File: src/rtl/enc_pkg.sv
// Shared definitions for the request capture front end and the downstream
// index encoders: index-width helper and lowest-index-wins priority search.
package enc_pkg;

  localparam int MAX_N = 32;
  localparam int MAX_W = 5;

  typedef enum logic {
    ST_IDLE = 1'b0,
    ST_HOLD = 1'b1
  } state_e;

  typedef struct packed {
    logic [MAX_W-1:0] idx;
    logic             found;
  } sel_t;

  function automatic int clog2_min1(input int n);
    int w;
    w = 0;
    while ((1 << w) < n) w++;
    return (w < 1) ? 1 : w;
  endfunction

  // Scans from the top so the last hit, i.e. the lowest index, wins.
  function automatic sel_t lowest_set_index(input logic [MAX_N-1:0] vec);
    sel_t r;
    r = '0;
    for (int i = MAX_N - 1; i >= 0; i--) begin
      if (vec[i]) begin
        r.idx   = MAX_W'(i);
        r.found = 1'b1;
      end
    end
    return r;
  endfunction

endpackage

File: src/rtl/req_capture_encoder_if.sv
// Valid/ready index stream leaving the request capture block.
interface req_capture_encoder_if
  import enc_pkg::*;
#(
  parameter int N = 8
);
  localparam int W = clog2_min1(N);

  logic         out_valid;
  logic         out_ready;
  logic [W-1:0] out_idx;

  modport master (output out_valid, output out_idx, input out_ready);
  modport slave  (input out_valid, input out_idx, output out_ready);

endinterface

File: src/rtl/lsb_index_find.sv
// Combinational lowest-set-bit finder; index 0 has highest priority.
module lsb_index_find
  import enc_pkg::*;
#(
  parameter int  N = 8,
  localparam int W = clog2_min1(N)
) (
  input  logic [N-1:0] vec,
  output logic [W-1:0] idx,
  output logic         found
);

  sel_t sel;

  // Zero-extension keeps indices >= N from ever being reported.
  assign sel   = lowest_set_index(MAX_N'(vec));
  assign idx   = W'(sel.idx);
  assign found = sel.found;

endmodule

File: src/rtl/req_capture_encoder.sv
// Sticky request capture with lowest-index selection onto a registered
// valid/ready index stream; the served bit is cleared on acceptance.
module req_capture_encoder
  import enc_pkg::*;
#(
  parameter int N = 8
) (
  input  logic                          clk,
  input  logic                          rst_n,
  input  logic [N-1:0]                  req_i,
  input  logic [N-1:0]                  mask_i,
  input  logic                          clear_i,
  req_capture_encoder_if.master         out_if,
  output logic [N-1:0]                  pending_o,
  output logic                          overflow_o
);

  localparam int W = clog2_min1(N);

  state_e       state_q, state_d;
  logic [W-1:0] idx_q, idx_d;
  logic [N-1:0] pending_q, pending_d;
  logic         overflow_q, overflow_d;

  logic         acc;
  logic [N-1:0] idx_onehot;
  logic [N-1:0] clr;
  logic [N-1:0] eligible;
  logic [W-1:0] sel_idx;
  logic         sel_found;

  lsb_index_find #(.N(N)) u_find (
    .vec   (eligible),
    .idx   (sel_idx),
    .found (sel_found)
  );

  always_comb begin
    // NOTE: every always_comb output gets a default first so no path infers a latch.
    idx_onehot         = '0;
    idx_onehot[idx_q]  = 1'b1;
    acc                = (state_q == ST_HOLD) && out_if.out_ready;
    clr                = acc ? idx_onehot : '0;
    // The held index is never re-offered while it is still on the bus.
    eligible           = pending_q & ~mask_i & ~((state_q == ST_HOLD) ? idx_onehot : '0);

    state_d    = state_q;
    idx_d      = idx_q;
    pending_d  = (pending_q & ~clr) | req_i;
    overflow_d = overflow_q | (|(req_i & pending_q & ~clr));

    if (clear_i) begin
      state_d    = ST_IDLE;
      pending_d  = '0;
      overflow_d = 1'b0;
    end else begin
      unique case (state_q)
        ST_IDLE: begin
          if (sel_found) begin
            state_d = ST_HOLD;
            idx_d   = sel_idx;
          end
        end
        ST_HOLD: begin
          if (acc) begin
            if (sel_found) idx_d   = sel_idx;
            else           state_d = ST_IDLE;
          end
        end
        default: state_d = ST_IDLE;
      endcase
    end
  end

  // NOTE: sequential state uses non-blocking assignments so every flop samples pre-edge values.
  always_ff @(posedge clk or negedge rst_n) begin
    if (!rst_n) begin
      state_q    <= ST_IDLE;
      idx_q      <= '0;
      pending_q  <= '0;
      overflow_q <= 1'b0;
    end else begin
      state_q    <= state_d;
      idx_q      <= idx_d;
      pending_q  <= pending_d;
      overflow_q <= overflow_d;
    end
  end

  assign out_if.out_valid = (state_q == ST_HOLD);
  assign out_if.out_idx   = idx_q;
  assign pending_o        = pending_q;
  assign overflow_o       = overflow_q;

endmodule

File: src/flat_wrapper.sv
// flat-port wrapper written by rule: the top's interface ports become plain ports
module req_capture_encoder_flat import enc_pkg::*;
#(
  parameter int N = 8
)
  (clk, rst_n, req_i, mask_i, clear_i, pending_o, overflow_o, out_if_out_valid, out_if_out_idx, out_if_out_ready);
  req_capture_encoder_if #(.N(N)) out_if_i ();
  input  logic clk;
  input  logic rst_n;
  input  logic [N-1:0] req_i;
  input  logic [N-1:0] mask_i;
  input  logic clear_i;
  output logic [N-1:0] pending_o;
  output logic overflow_o;
  output wire logic [$bits(out_if_i.out_valid)-1:0] out_if_out_valid;
  output wire logic [$bits(out_if_i.out_idx)-1:0] out_if_out_idx;
  input wire logic [$bits(out_if_i.out_ready)-1:0] out_if_out_ready;
  assign out_if_out_valid = out_if_i.out_valid;
  assign out_if_out_idx = out_if_i.out_idx;
  assign out_if_i.out_ready = out_if_out_ready;
  req_capture_encoder #(.N(N)) u_core (.clk(clk), .rst_n(rst_n), .req_i(req_i), .mask_i(mask_i), .clear_i(clear_i), .out_if(out_if_i), .pending_o(pending_o), .overflow_o(overflow_o));
endmodule
File: config.mk
export PLATFORM = sky130hd
export DESIGN_NAME = req_capture_encoder_flat
export DESIGN_NICKNAME = d
export VERILOG_FILES = /design/src/rtl/enc_pkg.sv /design/src/rtl/req_capture_encoder_if.sv /design/src/rtl/lsb_index_find.sv /design/src/rtl/req_capture_encoder.sv /design/src/flat_wrapper.sv
export SDC_FILE = /design/constraint.sdc
export NUM_CORES = 1
export LEC_CHECK = 0
export BUFFER_PORTS_ARGS = -buffer_cell sky130_fd_sc_hd__buf_2
export CAP_MARGIN = 20
export CORE_AREA = 3 3 63 65
export CTS_BUF_LIST = sky130_fd_sc_hd__clkbuf_8 sky130_fd_sc_hd__clkbuf_16
export DETAILED_ROUTE_END_ITERATION = 12
export DIE_AREA = 0 0 66 68
export SLEW_MARGIN = 20
export SYNTH_ARGS = -nofsm -noshare
export SYNTH_HDL_FRONTEND = slang
export SYNTH_SLANG_ARGS = --single-unit
File: constraint.sdc
create_clock -name clk -period 2.4 [get_ports clk]
set_input_delay 0.48 -clock clk [delete_from_list [all_inputs] [get_ports clk]]
set_output_delay 0.48 -clock clk [all_outputs]
set_load 0.05 [all_outputs]
## Word-level counts from Yosys, hierarchy flattened

Index checks and enable logic that the tools add are counted.

- Register bits after elaboration: 13
- Input bits: 20
- Output and inout bits: 13
- Logic and storage cells: 44

- $lt $le $gt $ge: 2
- Equality and inequality tests: 1
- Multiplexer cells: 21
- Bitwise gates (word level): 12
- Reduce and logical (&&, ||, !) cells: 4

Operators with widths:

| operator | number |
|---|---|
| $and A8 B8 Y8 | 5 |
| $mux W4 | 8 |
| $mux W8 | 3 |
| $not A8 Y8 | 3 |
| $or A8 B8 Y8 | 1 |
| $reduce_or A8 Y1 | 1 |
| $mux W3 | 2 |
| $pmux W3 S2 | 1 |
| $mux W1 | 5 |
| $lt A3 B4 Y1 const B | 1 |
| $demux W1 S3 | 1 |
| $ge A3 B1 Y1 const B | 1 |
| $logic_and A1 B1 Y1 | 2 |
| $ne A2 B2 Y1 const B | 1 |
| $not A1 Y1 | 2 |
| $pmux W1 S2 | 1 |
| $reduce_and A2 Y1 | 1 |
| $or A1 B1 Y1 | 1 |

## Longest topological paths before layout

- Word-level depth: 19
- Gate-level depth with buffers: 6
- Depth with buffers taken out: 5

## Cells and area by module

Synthesis repeated with hierarchy kept, for this count alone.

- Cells, all modules: 101
- Area, all modules: 840.8 um^2

Modules (own cells, without submodules):

| module | times used | cells each | area an instance (um^2) | sequential area each (um^2) |
|---|---|---|---|---|
| req_capture_encoder | 1 | 87 | 758.2 | 325.3 |
| lsb_index_find | 1 | 14 | 82.6 | 0.0 |

## Worst setup path after synthesis

No wires, ideal clock.

- Path type: flip-flop to flip-flop
- Start: reg u_core.state_q, in the netlist u_core.out_if.out_valid
- End: reg u_core.idx_q[0], in the netlist u_core.out_if.out_idx[0]
- Library setup time: 0.128 ns
- Arrival time: 2.204 ns
- Data required time: 2.272 ns
- Setup slack: 0.068 ns
- Stages on the path, launching flop included: 7
- Buffers on the path: 1
- Clock period less this slack: 2.332 ns
- Cell sequence: dfrtp_1 > buf_2 > nand4b_1 > and2_1 > or4b_4 > o21ai_2 > mux2_1

- Cells in the longest elaborated chain, start to end: 14
- Elaborated cells on any way between the ends: 18
- Classes of those cells: 1 x eq/ne; 12 x mux; 3 x bitwise; 2 x reduce/logical

RTL lines:

| what | RTL line | text |
|---|---|---|
| from (decl) | req_capture_encoder.sv:20 | `state_e state_q, state_d;` |
| from (signal assigned) | req_capture_encoder.sv:83 | `state_q <= state_d;` |
| $mux W8 | req_capture_encoder.sv:45 | `eligible = pending_q & ~mask_i & ~((state_q == ST_HOLD) ? idx_onehot : '0);` |
| $not A8 Y8 | req_capture_encoder.sv:45 |  |
| $and A8 B8 Y8 | req_capture_encoder.sv:45 |  |
| $mux W4 (8 in series) | enc_pkg.sv:30 | `if (vec[i]) begin` |
| $mux W3 | req_capture_encoder.sv:59, req_capture_encoder.sv:66 |  |
| $mux W3 | req_capture_encoder.sv:65 | `if (acc) begin` |
| $pmux W3 S2 | req_capture_encoder.sv:57 | `unique case (state_q)` |
| to (signal assigned) | req_capture_encoder.sv:84 | `idx_q <= idx_d;` |
| to (decl) | req_capture_encoder.sv:21 | `logic [W-1:0] idx_q, idx_d;` |

Parallel ways exist; a longest one is shown, timed or not. The select of a mux whose other input is x is not followed.
A chain may end at the register's enable or synchronous reset.

## Worst setup path in the final report

- Start: reg u_core.idx_q[0], in the netlist u_core.out_if.out_idx[0]
- End: reg u_core.idx_q[1], in the netlist u_core.out_if.out_idx[1]

- Cells in the longest elaborated chain, start to end: 18
- Elaborated cells on any way between the ends: 19
- Classes of those cells: 2 x order compare; 14 x mux; 2 x bitwise; 1 x reduce/logical

RTL lines:

| what | RTL line | text |
|---|---|---|
| $lt A3 B4 Y1 (not written as such) / $ge A3 B1 Y1 (equally long branches) | req_capture_encoder.sv:41 | `idx_onehot[idx_q] = 1'b1;` |
| $logic_and A1 B1 Y1 (not written as such) | req_capture_encoder.sv:41 |  |
| $mux W1 (not written as such) | req_capture_encoder.sv:41 |  |
| $demux W1 S3 * | n/a |  |
| $mux W8 * | req_capture_encoder.sv:45 |  |
| $not A8 Y8 * | req_capture_encoder.sv:45 |  |
| $and A8 B8 Y8 * | req_capture_encoder.sv:45 |  |
| $mux W4 (7 in series) | enc_pkg.sv:30 |  |
| $mux W4 * | enc_pkg.sv:30 |  |
| $mux W3 * | req_capture_encoder.sv:59, req_capture_encoder.sv:66 |  |
| $mux W3 | req_capture_encoder.sv:65 |  |
| $pmux W3 S2 * | req_capture_encoder.sv:57 |  |

Mark *: on every way between the ends. The rest lies on a longest branch, timed or not. The select of a mux whose other input is x is not followed.

==> impl_metrics.csv <==
group,metric,value,unit
floorplan,die_x,66,um
timing,hold_slack,0.1189,ns
power,internal_power,0.4681,mW
critical_path,worstPathArrival,2.33,ns
synthesis,yosys-top-cells-count,"13 x a21oi_1, 13 x dfrtp_1, 7 x inv_1, 7 x o21ai_0",
synthesis,synth_enable_flop_cells,0,
timing,timing.final.crit_share,91.71,%
cts,post_cts_resized,0,
routing,post-route-drc-count,0,
synthesis,synthesis.area_per_instance,8.837,um^2
timing,slew_viol_final,0,
routing,routedWlPerCell,13.88,um
global_routing,grt_first_pass_wirelength,4.043,mm
floorplan,row_count,21,
global_routing,grt_antenna_before_repair,0,
place,numPortBuffers,32,
power,power.leakage,0.5218,nW
place,dp_hpwl,2.009,mm
floorplan,die_y,68,um
routing,vias,858,
power,power.switching,0.3549,mW
synthesis,synth_top_area_share,38.35,%
power,combPwrFrac,39.0,%
final_layout,diodes,0,
synthesis,syn-num-nets,116,
global_routing,grtUsageTotal,11.70,%
synthesis,synth_cells,96,
synthesis,ys_ff_latch,13,
routing,ant_nets,0,
timing,fmax,454.4,MHz
cts,cts_buffer_depth,2,
synthesis,synth_area_leaders,"dfrtp_1 38%, a21oi_1 7.7%, o21ai_0 4.1%",
final_layout,final_util,32.52,%
routing,drt_iter0_drc,29,
synthesis,ys.warnings.count,0,
timing,setup_viol,0,
final_layout,final_nets,151,
global_routing,grt_pass1_vias,879,
timing,fin_skew,0.005828,ns
timing,worst_pin_slew,0.4262,ns
routing,wl,2.443,mm
power,irDropWorstVdd,0.2718,mV
timing,hold_violations,0,
global_routing,grt_max_degree,14,
floorplan,fp.dieArea,4488,um^2
critical_path,crit_path_max_fanout,10,
cts,clk_latency,0.24,ns
floorplan,start_util,25.03,%
synthesis,ys_seq_area_share,38.35,%
cts,cts.sinks,13,
synthesis,syn_area,848.3,um^2
synthesis,synth_async_sr_flop_share,100.0,%
cts,cts_root_buffer,"clkbuf_8",
power,switching_share,43.12,%
final_layout,final_layout_size_suffix_gt1_share,35.38,%
timing,period_minus_slack,2.201,ns
timing,slew_headroom,71.29,%
cts,cts_buffers,3,
synthesis,synth_area_leader_cell,"dfrtp_1",
floorplan,num_io_pins,33,
worst_hold_path,min_path_type,"primary input to async pin",
cts,cts_tree,"done",
critical_path,worstSetupEndpointType,"register",
global_routing,grt_overflow,0,
critical_path,crit_required,2.52,ns
critical_path,worstSetupPathType,"register to register",
synthesis,synthDistinctLibCells,36,
cts,cts_setup_buffers,0,
cts,cts_max_level,1,
power,pwr-share-clk,24.2,%
cts,holdBufCountCts,0,
cts,clkTransAtPathRegs,0.06,ns
place,gp_congestion,0.8045,
routing,viasPerCell,4.875,
critical_path,start_kind,"register",
power,power_density,746.6,nW/um^2
floorplan,coreArea,3390,um^2
timing,grt_setup_unrepaired,"no",
timing,final.setup.tns,0,ns
power,p_seq_share,36.8,%
status,status,"complete, no violations",
final_layout,area_delta_synth_final,29.94,%
routing,first_pass_iters,4,
synthesis,synth_flop_cell,"dfrtp_1",
run,max_cap_violations,0,
==> power groups by stage <==
stage / combinational (mW) / sequential [mW] / clock (mW)
after floorplan: 0.140 / 0.388 / 0
after global placement: 0.320 / 0.302 / 0
after detailed placement: 0.324 / 0.307 / 0
after CTS: 0.325 / 0.303 / 0.201
after global routing: 0.345 / 0.310 / 0.217
final: 0.321 / 0.303 / 0.199
==> registers in the layout, summed over array words and instances, names as in the netlist <==
name and flops:
u_core.out_if.out_idx 3, u_core.pending_o 8, u_core.out_if.out_valid 1, u_core.overflow_o 1
==> per-layer routing <==
layer / vias to the layer above / track usage [%] / routed length (um)
li1: 417 / - / -
met1: 404 / 14.10 / 996
met2: 33 / 20.78 / 1216
met3: 4 / 2.463 / 197
met4: 0 / 3.807 / 32
met5: - / 0 / 0
==> worst max-delay path, cell delays in order (launching register included) <==
cell and delay (ns):
dfrtp_1 0.48, nand2b_1 0.22, o211a_1 0.28, or4b_4 0.56, o21ai_2 0.19, mux2_1 0.35
==> stage by stage <==
step / total power [mW] / instance area [um^2] / cells / setup WS, ns
after global placement: 0.6226 / 1057 / 172 / 0.2985
after detailed placement: 0.6306 / 1057 / 172 / 0.2181
after global routing: 0.8721 / 1102 / 176 / 0.1104
final: 0.8230 / 1102 / 176 / 0.1991
after CTS: 0.8281 / 1102 / 176 / 0.2061
after floorplan: 0.5284 / 848.3 / 96 / 0.06824
==> placed cells by master, fill, tap and decap left out, types with 2 or more instances in the layout <==
cell,synthesis,routed
nand3b_1,2,2
inv_1,7,8
mux2_1,2,2
nor2b_1,2,2
a21oi_1,13,13
nand3_1,3,3
nand2b_1,5,5
and2_1,2,2
and2b_2,2,2
or2b_1,3,3
a311oi_1,2,2
nor2_1,5,5
buf_2,1,32
clkbuf_8,0,3
or2_2,3,3
nand2_1,3,3
dfrtp_1,13,13
o21ai_0,7,7
o211ai_1,3,3
==> cells by family after synthesis <==
group | share of synthesized area (%)
compound gates | 26.84
buf+inv | 5.015
flops | 38.35
mux | 2.655
simple gates | 27.14
==> final cells by class <==
| class | count | area (um^2) |
|---|---|---|
| Clock inverter | 1 | 3.754 |
| Inverter | 7 | 26.28 |
| Fill cell | 364 | 2287 |
| Clock buffer | 3 | 41.29 |
| Timing Repair Buffer | 33 | 167.7 |
| Tap cell | 46 | 57.56 |
| Sequential cell | 13 | 325.3 |
| Multi-Input combinational cell | 73 | 480.5 |
==> worst paths after layout <==
path | slack, ns | cells past startpoint | from | end
worst min-delay path | 0.12 | 1 | rst_n | u_core.pending_o[1]$_DFF_PN0_
worst max-delay path | 0.20 | 5 | u_core.out_if.out_idx[0]$_DFFE_PN0P_ | u_core.out_if.out_idx[1]$_DFFE_PN0P_
worst min register to register | 0.57 | 2 | u_core.pending_o[0]$_DFF_PN0_ | u_core.pending_o[0]$_DFF_PN0_
max in group asynchronous | 2.03 | 1 | rst_n | u_core.pending_o[4]$_DFF_PN0_
min in group clk | 0.47 | 3 | req_i[1] | u_core.pending_o[1]$_DFF_PN0_
worst max register to register | 0.20 | 5 | u_core.out_if.out_idx[0]$_DFFE_PN0P_ | u_core.out_if.out_idx[1]$_DFFE_PN0P_
No activity file was read; power rests on OpenSTA's default activity.
